## src/rtl/lsu_pkg.sv

```systemverilog
// Shared encodings for the load/store unit: access sizes, FSM states and
// the accept-to-response latencies of each request class.
package lsu_pkg;

  typedef enum logic [1:0] {
    SZ_BYTE = 2'b00,
    SZ_HALF = 2'b01,
    SZ_WORD = 2'b10,
    SZ_RSVD = 2'b11
  } lsu_size_e;

  typedef enum logic [2:0] {
    IDLE,
    RD_SETUP,
    RD_STROBE,
    RD_CAPTURE,
    WR_SETUP,
    WR_STROBE,
    RESP
  } lsu_state_e;

  localparam int LAT_LOAD       = 4;
  localparam int LAT_WORD_STORE = 3;
  localparam int LAT_PART_STORE = 6;
  localparam int LAT_ERR        = 1;

endpackage

```

## src/rtl/lsu_lane_unit.sv

```systemverilog
// Byte-lane datapath: merges store data into a read word for partial stores
// and sign/zero-extends narrow load data.
module lsu_lane_unit
  import lsu_pkg::*;
#(
  parameter int WORD_SIZE = 32
) (
  input  logic [WORD_SIZE-1:0] rdata_i,
  input  logic [WORD_SIZE-1:0] wdata_i,
  input  lsu_size_e            size_i,
  input  logic                 unsigned_i,
  output logic [WORD_SIZE-1:0] merged_o,
  output logic [WORD_SIZE-1:0] load_o
);

  always_comb begin
    merged_o = wdata_i;
    load_o   = rdata_i;
    case (size_i)
      SZ_BYTE: begin
        merged_o = {rdata_i[WORD_SIZE-1:8], wdata_i[7:0]};
        load_o   = {{(WORD_SIZE-8){~unsigned_i & rdata_i[7]}}, rdata_i[7:0]};
      end
      SZ_HALF: begin
        merged_o = {rdata_i[WORD_SIZE-1:16], wdata_i[15:0]};
        load_o   = {{(WORD_SIZE-16){~unsigned_i & rdata_i[15]}}, rdata_i[15:0]};
      end
      default: begin
        merged_o = wdata_i;
        load_o   = rdata_i;
      end
    endcase
  end

endmodule

```

## src/rtl/load_store_unit.sv

```systemverilog
// Load/store unit driving a byte memory through a setup/strobe/capture FSM.
// Define LSU_MISALIGN_TRAP_EN to report misaligned half/word accesses as errors.
module load_store_unit
  import lsu_pkg::*;
#(
  parameter int WORD_SIZE = 32,
  parameter int MEM_SIZE  = 1024
) (
  input  logic                 clk_i,
  input  logic                 rst_i,
  input  logic                 req_valid_i,
  output logic                 req_ready_o,
  input  logic                 req_we_i,
  input  logic [1:0]           req_size_i,
  input  logic                 req_unsigned_i,
  input  logic [WORD_SIZE-1:0] req_base_i,
  input  logic [WORD_SIZE-1:0] req_offset_i,
  input  logic [WORD_SIZE-1:0] req_wdata_i,
  output logic                 resp_valid_o,
  output logic [WORD_SIZE-1:0] resp_data_o,
  output logic                 resp_err_o,
  output logic                 en_mem_o,
  output logic                 mem_read_o,
  output logic                 mem_write_o,
  output logic [WORD_SIZE-1:0] addr_base_o,
  output logic [WORD_SIZE-1:0] addr_offset_o,
  output logic [WORD_SIZE-1:0] mem_wdata_o,
  input  logic [WORD_SIZE-1:0] mem_rdata_i
);

  // A request is accepted when req_valid_i and req_ready_o are high at a rising edge.
  lsu_state_e           state_q, state_d;
  logic                 we_q, we_d, uns_q, uns_d;
  lsu_size_e            size_q, size_d;
  logic [WORD_SIZE-1:0] base_q, base_d, off_q, off_d, wdata_q, wdata_d;
  logic                 en_q, en_d, rd_q, rd_d, wr_q, wr_d;
  logic [WORD_SIZE-1:0] mem_wdata_q, mem_wdata_d;
  logic                 resp_valid_q, resp_valid_d, resp_err_q, resp_err_d;
  logic [WORD_SIZE-1:0] resp_data_q, resp_data_d;

  lsu_size_e            req_size;
  logic [WORD_SIZE-1:0] eff_addr;
  logic [WORD_SIZE:0]   last_byte;
  logic                 req_err;
  logic [WORD_SIZE-1:0] merged, load_data;

  lsu_lane_unit #(.WORD_SIZE(WORD_SIZE)) u_lane (
    .rdata_i    (mem_rdata_i),
    .wdata_i    (wdata_q),
    .size_i     (size_q),
    .unsigned_i (uns_q),
    .merged_o   (merged),
    .load_o     (load_data)
  );

  // The memory is always accessed as a full word, so all four bytes must fit.
  always_comb begin
    req_size  = lsu_size_e'(req_size_i);
    eff_addr  = req_base_i + req_offset_i;
    last_byte = {1'b0, eff_addr} + (WORD_SIZE+1)'(3);
    req_err   = (req_size == SZ_RSVD) || (last_byte > (WORD_SIZE+1)'(MEM_SIZE-1));
`ifdef LSU_MISALIGN_TRAP_EN
    if ((req_size == SZ_HALF) && eff_addr[0]) req_err = 1'b1;
    if ((req_size == SZ_WORD) && (eff_addr[1:0] != 2'b00)) req_err = 1'b1;
`else
    req_err = req_err;
`endif
  end

  always_comb begin
    state_d      = state_q;
    we_d         = we_q;
    size_d       = size_q;
    uns_d        = uns_q;
    base_d       = base_q;
    off_d        = off_q;
    wdata_d      = wdata_q;
    en_d         = 1'b0;
    rd_d         = rd_q;
    wr_d         = wr_q;
    mem_wdata_d  = mem_wdata_q;
    resp_valid_d = 1'b0;
    resp_err_d   = resp_err_q;
    resp_data_d  = resp_data_q;
    case (state_q)
      IDLE: begin
        if (req_valid_i) begin
          we_d    = req_we_i;
          size_d  = req_size;
          uns_d   = req_unsigned_i;
          base_d  = req_base_i;
          off_d   = req_offset_i;
          wdata_d = req_wdata_i;
          if (req_err) begin
            state_d      = RESP;
            resp_valid_d = 1'b1;
            resp_err_d   = 1'b1;
            resp_data_d  = '0;
          end else if (req_we_i && (req_size == SZ_WORD)) begin
            state_d     = WR_SETUP;
            wr_d        = 1'b1;
            rd_d        = 1'b0;
            mem_wdata_d = req_wdata_i;
          end else begin
            state_d = RD_SETUP;
            rd_d    = 1'b1;
            wr_d    = 1'b0;
          end
        end
      end
      RD_SETUP: begin
        state_d = RD_STROBE;
        en_d    = 1'b1;
      end
      RD_STROBE: state_d = RD_CAPTURE;
      RD_CAPTURE: begin
        rd_d = 1'b0;
        if (we_q) begin
          state_d     = WR_SETUP;
          wr_d        = 1'b1;
          mem_wdata_d = merged;
        end else begin
          state_d      = RESP;
          resp_valid_d = 1'b1;
          resp_err_d   = 1'b0;
          resp_data_d  = load_data;
        end
      end
      WR_SETUP: begin
        state_d = WR_STROBE;
        en_d    = 1'b1;
      end
      WR_STROBE: begin
        state_d      = RESP;
        resp_valid_d = 1'b1;
        resp_err_d   = 1'b0;
        resp_data_d  = '0;
      end
      RESP: begin
        state_d = IDLE;
        wr_d    = 1'b0;
        rd_d    = 1'b0;
      end
      default: state_d = IDLE;
    endcase
  end

  always_ff @(posedge clk_i or posedge rst_i) begin
    if (rst_i) begin
      state_q      <= IDLE;
      we_q         <= 1'b0;
      size_q       <= SZ_BYTE;
      uns_q        <= 1'b0;
      base_q       <= '0;
      off_q        <= '0;
      wdata_q      <= '0;
      en_q         <= 1'b0;
      rd_q         <= 1'b0;
      wr_q         <= 1'b0;
      mem_wdata_q  <= '0;
      resp_valid_q <= 1'b0;
      resp_err_q   <= 1'b0;
      resp_data_q  <= '0;
    end else begin
      state_q      <= state_d;
      we_q         <= we_d;
      size_q       <= size_d;
      uns_q        <= uns_d;
      base_q       <= base_d;
      off_q        <= off_d;
      wdata_q      <= wdata_d;
      en_q         <= en_d;
      rd_q         <= rd_d;
      wr_q         <= wr_d;
      mem_wdata_q  <= mem_wdata_d;
      resp_valid_q <= resp_valid_d;
      resp_err_q   <= resp_err_d;
      resp_data_q  <= resp_data_d;
    end
  end

  assign req_ready_o   = (state_q == IDLE) && !rst_i;
  assign en_mem_o      = en_q;
  assign mem_read_o    = rd_q;
  assign mem_write_o   = wr_q;
  assign addr_base_o   = base_q;
  assign addr_offset_o = off_q;
  assign mem_wdata_o   = mem_wdata_q;
  assign resp_valid_o  = resp_valid_q;
  assign resp_err_o    = resp_err_q;
  assign resp_data_o   = resp_data_q;

endmodule

```

## config.mk

```make
export PLATFORM = sky130hd
export DESIGN_NAME = load_store_unit
export DESIGN_NICKNAME = d
export VERILOG_FILES = /design/src/rtl/lsu_pkg.sv /design/src/rtl/lsu_lane_unit.sv /design/src/rtl/load_store_unit.sv
export SDC_FILE = /design/constraint.sdc
export NUM_CORES = 1
export LEC_CHECK = 0
export CAP_MARGIN = 10
export CELL_PAD_IN_SITES_DETAIL_PLACEMENT = 1
export CELL_PAD_IN_SITES_GLOBAL_PLACEMENT = 1
export CORE_MARGIN = 5
export CORE_UTILIZATION = 39
export CTS_BUF_LIST = sky130_fd_sc_hd__clkbuf_16
export CTS_CLUSTER_SIZE = 12
export DETAILED_ROUTE_END_ITERATION = 10
export GPL_TIMING_DRIVEN = 1
export PLACE_DENSITY = 0.86
export SLEW_MARGIN = 5
export SYNTH_ARGS = -nofsm -noshare
export SYNTH_HDL_FRONTEND = slang
export SYNTH_SLANG_ARGS = --single-unit
```

## constraint.sdc

```tcl
create_clock -name clk_i -period 9.8 [get_ports clk_i]
set_clock_uncertainty 0.15 [all_clocks]
set_input_delay 1.96 -clock clk_i [delete_from_list [all_inputs] [get_ports clk_i]]
set_output_delay 1.96 -clock clk_i [all_outputs]
set_load 0.01 [all_outputs]
```

==> qor.tcl <==
set qor(ys.warnings.count) 0
set qor(cts_tree) {built}
set qor(critPathMostFrequentCell) {sky130_fd_sc_hd__a211oi_1}
set qor(netlist.area_leader.share) 0.420
set qor(grt_first_pass_wirelength_um) 54500
set qor(grt_antenna_before_repair) 0
set qor(cp_max_fo) 32
set qor(grt_usage) 0.228
set qor(vdd_ir_drop_max_mv) 0.124
set qor(clock_path_buffers) 2
set qor(drt-pass1-iter-count) 6
set qor(worst_skew_pair.late_latency_ps) 440
set qor(synth.most_common_cell) {sky130_fd_sc_hd__nand2_1}
set qor(synth_top_cells_by_count) {sky130_fd_sc_hd__nand2_1, sky130_fd_sc_hd__dfrtp_1, sky130_fd_sc_hd__o21ai_0, sky130_fd_sc_hd__clkbuf_1, sky130_fd_sc_hd__nor2_1}
set qor(path_cells) {clkdlybuf4s50_1 -> ha_1 -> fa_1 -> a211oi_1 -> o211ai_1 -> a211o_1 -> xnor2_1 -> nor3_1 -> nand2_1 -> or4_1 -> a211oi_1 -> and4_1 -> nand4_2 -> o32ai_4 -> buf_4 -> mux2_1}
set qor(dp_hpwl_um) 24900
set qor(fmaxAchievable_mhz) 131
set qor(hp-class) {flip-flop to flip-flop}
set qor(place_worst_setup_slack_ps) 1830
set qor(cts.sinks) 172
set qor(via_count_of_the_first_global_routing_pass) 10400
set qor(antenna_cells) 0
set qor(synth_async_sr_flop_share) 1.00
set qor(clk_transition_reported_paths_ps) 70
set qor(maxSlewHeadroom) 0.226
set qor(crit_path_top_delay_cell) {sky130_fd_sc_hd__a211oi_1}
set qor(ys_ff_latch) 172
set qor(postSynthNetCount) 1359
set qor(crit_family) {simple AND/OR/NAND/NOR gates}
set qor(cts-resized-gates) 0
set qor(power_density_nw_per_um2) 259
set qor(drc) 0
set qor(crit_arrival_ps) 7780
set qor(cts_made_buffers) 17
set qor(htree_levels) 4
set qor(criticalPathCategory) {input port to flip-flop}
set qor(synth-seq-area-share) 0.420
set qor(layout.nets) 1587
set qor(final_hold_viol_count) 0
set qor(initial_utilization) 0.394
set qor(timing_worst_slew_pin_value_ps) 1160
set qor(min_setup_slack_post_route_ps) 2180
set qor(synth_top_cells_by_area) {sky130_fd_sc_hd__dfrtp_1, sky130_fd_sc_hd__nand2_1, sky130_fd_sc_hd__ha_1}
set qor(netlist_area_sq_um) 10200
set qor(routability_congestion_estimate_from_global_placement) 0.805
set qor(drt.antenna.violating_nets) 0
set qor(timing.critical_path.to_type) {flip-flop}
set qor(ctsHoldBuffers) 0
set qor(finalCritPeriodShare) 0.777
set qor(reg2reg_setup_slack_ps) 6760
set qor(die-area_sq_um) 29600
set qor(fp.coreArea_sq_um) 26000
set qor(grt-ovfl-total) 0
set qor(detailedRoute.firstIterationViolations) 613
set qor(setup.worst_path.start_class) {input port}
set qor(detailroute.via_count) 9844
set qor(unrepaired_setup_endpoints_after_global_routing) {false}
set qor(critical-path-max-stage-delay_ps) 620
set qor(critPathRequiredTime_ps) 9960
set qor(fp-row-count) 59
set qor(cap_viol_max_count) 0
set qor(maximum_number_of_pins_on_one_net_before_global_route_repair) 102
set qor(yosysUniqueCellTypes) 76
set qor(layout-drive-gt1-share) 0.0517
set qor(maxSlewViolCount) 0
set qor(synthFlopType) {sky130_fd_sc_hd__dfrtp_1}
set qor(number_of_setup_buffers_added_after_cts) 0
set qor(setup_viol_count_final) 0
set qor(clk_root_buf) {sky130_fd_sc_hd__clkbuf_16}
set qor(avgViaCountPerCell) 5.58
set qor(io_port_bufs) 268
set qor(finalWorstPathRequiredPeriod_ps) 7620
set qor(run_status) {finished, final reports clean}
set qor(drt_wl_total_um) 34300
set qor(leakage_uw) 0.00606
set qor(relative_area_change_from_synthesis_to_final_layout_pct) 34.0
set qor(die_h_um) 172
set qor(synthesis.instances) 1190
set qor(synthDominantAreaCellType) {sky130_fd_sc_hd__dfrtp_1}
set qor(die_width_um) 172
set qor(tns_ps) 0
set qor(syn-mean-instance-area_sq_um) 8.61
set qor(cp.buffers_inverters) 2
set qor(drt-wirelength-per-cell_um) 19.4
set qor(io_pins) 269
set qor(synth-edff-count) 0
set qor(final.fill_count) 3033
[metrics by stage]
stage	std cells	utilization	hold slack, ps	total power, uW	cell area (sq um)
floorplan	1190	-	292	2070	10200
global placement	1734	0.506	304	2810	13200
detailed placement	1734	0.506	311	2900	13200
CTS	1765	0.528	328	3600	13700
global route	1765	0.528	346	3800	13700
finish	1765	0.528	322	3550	13700
[per-layer routing]
layer	track usage	share of wire	up-vias
met5	0	0	-
met4	0.0560	0.019	0
met3	0.0414	0.053	41
met2	0.407	0.50	256
met1	0.287	0.43	4894
li1	-	-	4653
[cells in the final DEF (no fill, tap or decap), types with 5 or more instances in the layout]
master and n:
sky130_fd_sc_hd__a32o_1 8, sky130_fd_sc_hd__nor2b_1 5, sky130_fd_sc_hd__inv_8 5, sky130_fd_sc_hd__buf_4 8, sky130_fd_sc_hd__a31o_2 8, sky130_fd_sc_hd__nor3_1 21, sky130_fd_sc_hd__nand3_1 15, sky130_fd_sc_hd__inv_1 14
sky130_fd_sc_hd__ha_1 33, sky130_fd_sc_hd__mux2i_1 27, sky130_fd_sc_hd__and2_1 10, sky130_fd_sc_hd__a21oi_1 46, sky130_fd_sc_hd__a211oi_1 15, sky130_fd_sc_hd__xor2_1 15, sky130_fd_sc_hd__mux2_1 33, sky130_fd_sc_hd__nor2_1 54
sky130_fd_sc_hd__clkdlybuf4s50_1 268, sky130_fd_sc_hd__and3_1 7, sky130_fd_sc_hd__a31o_1 19, sky130_fd_sc_hd__mux2_2 10, sky130_fd_sc_hd__a211o_1 5, sky130_fd_sc_hd__o21ai_1 10, sky130_fd_sc_hd__a21o_1 7, sky130_fd_sc_hd__nor3b_1 5
sky130_fd_sc_hd__and4_1 7, sky130_fd_sc_hd__nor4_1 6, sky130_fd_sc_hd__a22oi_1 5, sky130_fd_sc_hd__o21ai_0 69, sky130_fd_sc_hd__dfrtp_1 172, sky130_fd_sc_hd__clkbuf_16 17, sky130_fd_sc_hd__xnor2_1 15, sky130_fd_sc_hd__a31oi_1 5
sky130_fd_sc_hd__o211ai_1 10, sky130_fd_sc_hd__nand4_1 15, sky130_fd_sc_hd__nand2_1 369
[flip-flops by register name, summed over array words and instances (netlist names)]
register	count
state_q	3
mem_read_o	1
resp_data_o	32
size_q	2
addr_base_o	32
resp_err_o	1
resp_valid_o	1
uns_q	1
addr_offset_o	32
mem_write_o	1
mem_wdata_o	32
en_mem_o	1
we_q	1
wdata_q	32
[worst register-to-register path, cell delays in order (launching register included)]
cell	delay, ps
sky130_fd_sc_hd__dfrtp_1	790
sky130_fd_sc_hd__or2_2	620
sky130_fd_sc_hd__nor3b_1	920
sky130_fd_sc_hd__a21oi_1	130
sky130_fd_sc_hd__nor3_1	240
sky130_fd_sc_hd__a31o_2	140
[worst paths after layout]
path	from	end	cells past startpoint
max	req_base_i[0]	mem_wdata_o[31]$_DFFE_PP0P_	16
min	addr_offset_o[30]$_DFFE_PP0P_	addr_offset_o[30]$_DFFE_PP0P_	2
max reg2reg	size_q[1]$_DFFE_PP0P_	resp_data_o[11]$_DFFE_PP0P_	5
min reg2reg	addr_offset_o[30]$_DFFE_PP0P_	addr_offset_o[30]$_DFFE_PP0P_	2
max in group asynchronous	rst_i	addr_offset_o[18]$_DFFE_PP0P_	3
min in group asynchronous	rst_i	state_q[0]$_DFFE_PP0N_	2
[final cells by class]
class	count	area [sq um]	area share
clock buffer	17	425	0.0310
tap	335	419	0.0305
sequential	172	4300	0.314
timing repair buffer	276	2740	0.200
inverter	15	61.3	0.00447
multi-input combinational	936	5630	0.410
clock inverter	14	146	0.0107
[cells by family (layout without fill, tap and decap cells)]
group | Yosys count | after routing | synth area share
compound gates | 257 | 257 | 0.173
xor+xnor | 30 | 30 | 0.0256
fa+ha+maj | 35 | 35 | 0.0432
buf+inv | 82 | 322 | 0.0327
flops | 172 | 172 | 0.420
mux | 70 | 70 | 0.0736
simple gates | 544 | 544 | 0.232
[power by group]
part	internal (uW)	switching [uW]	leakage [uW]
registers	1020	215	0.00218
logic	798	838	0.00360
clock network	339	343	0.000271
No activity file was read; power rests on OpenSTA's default activity.
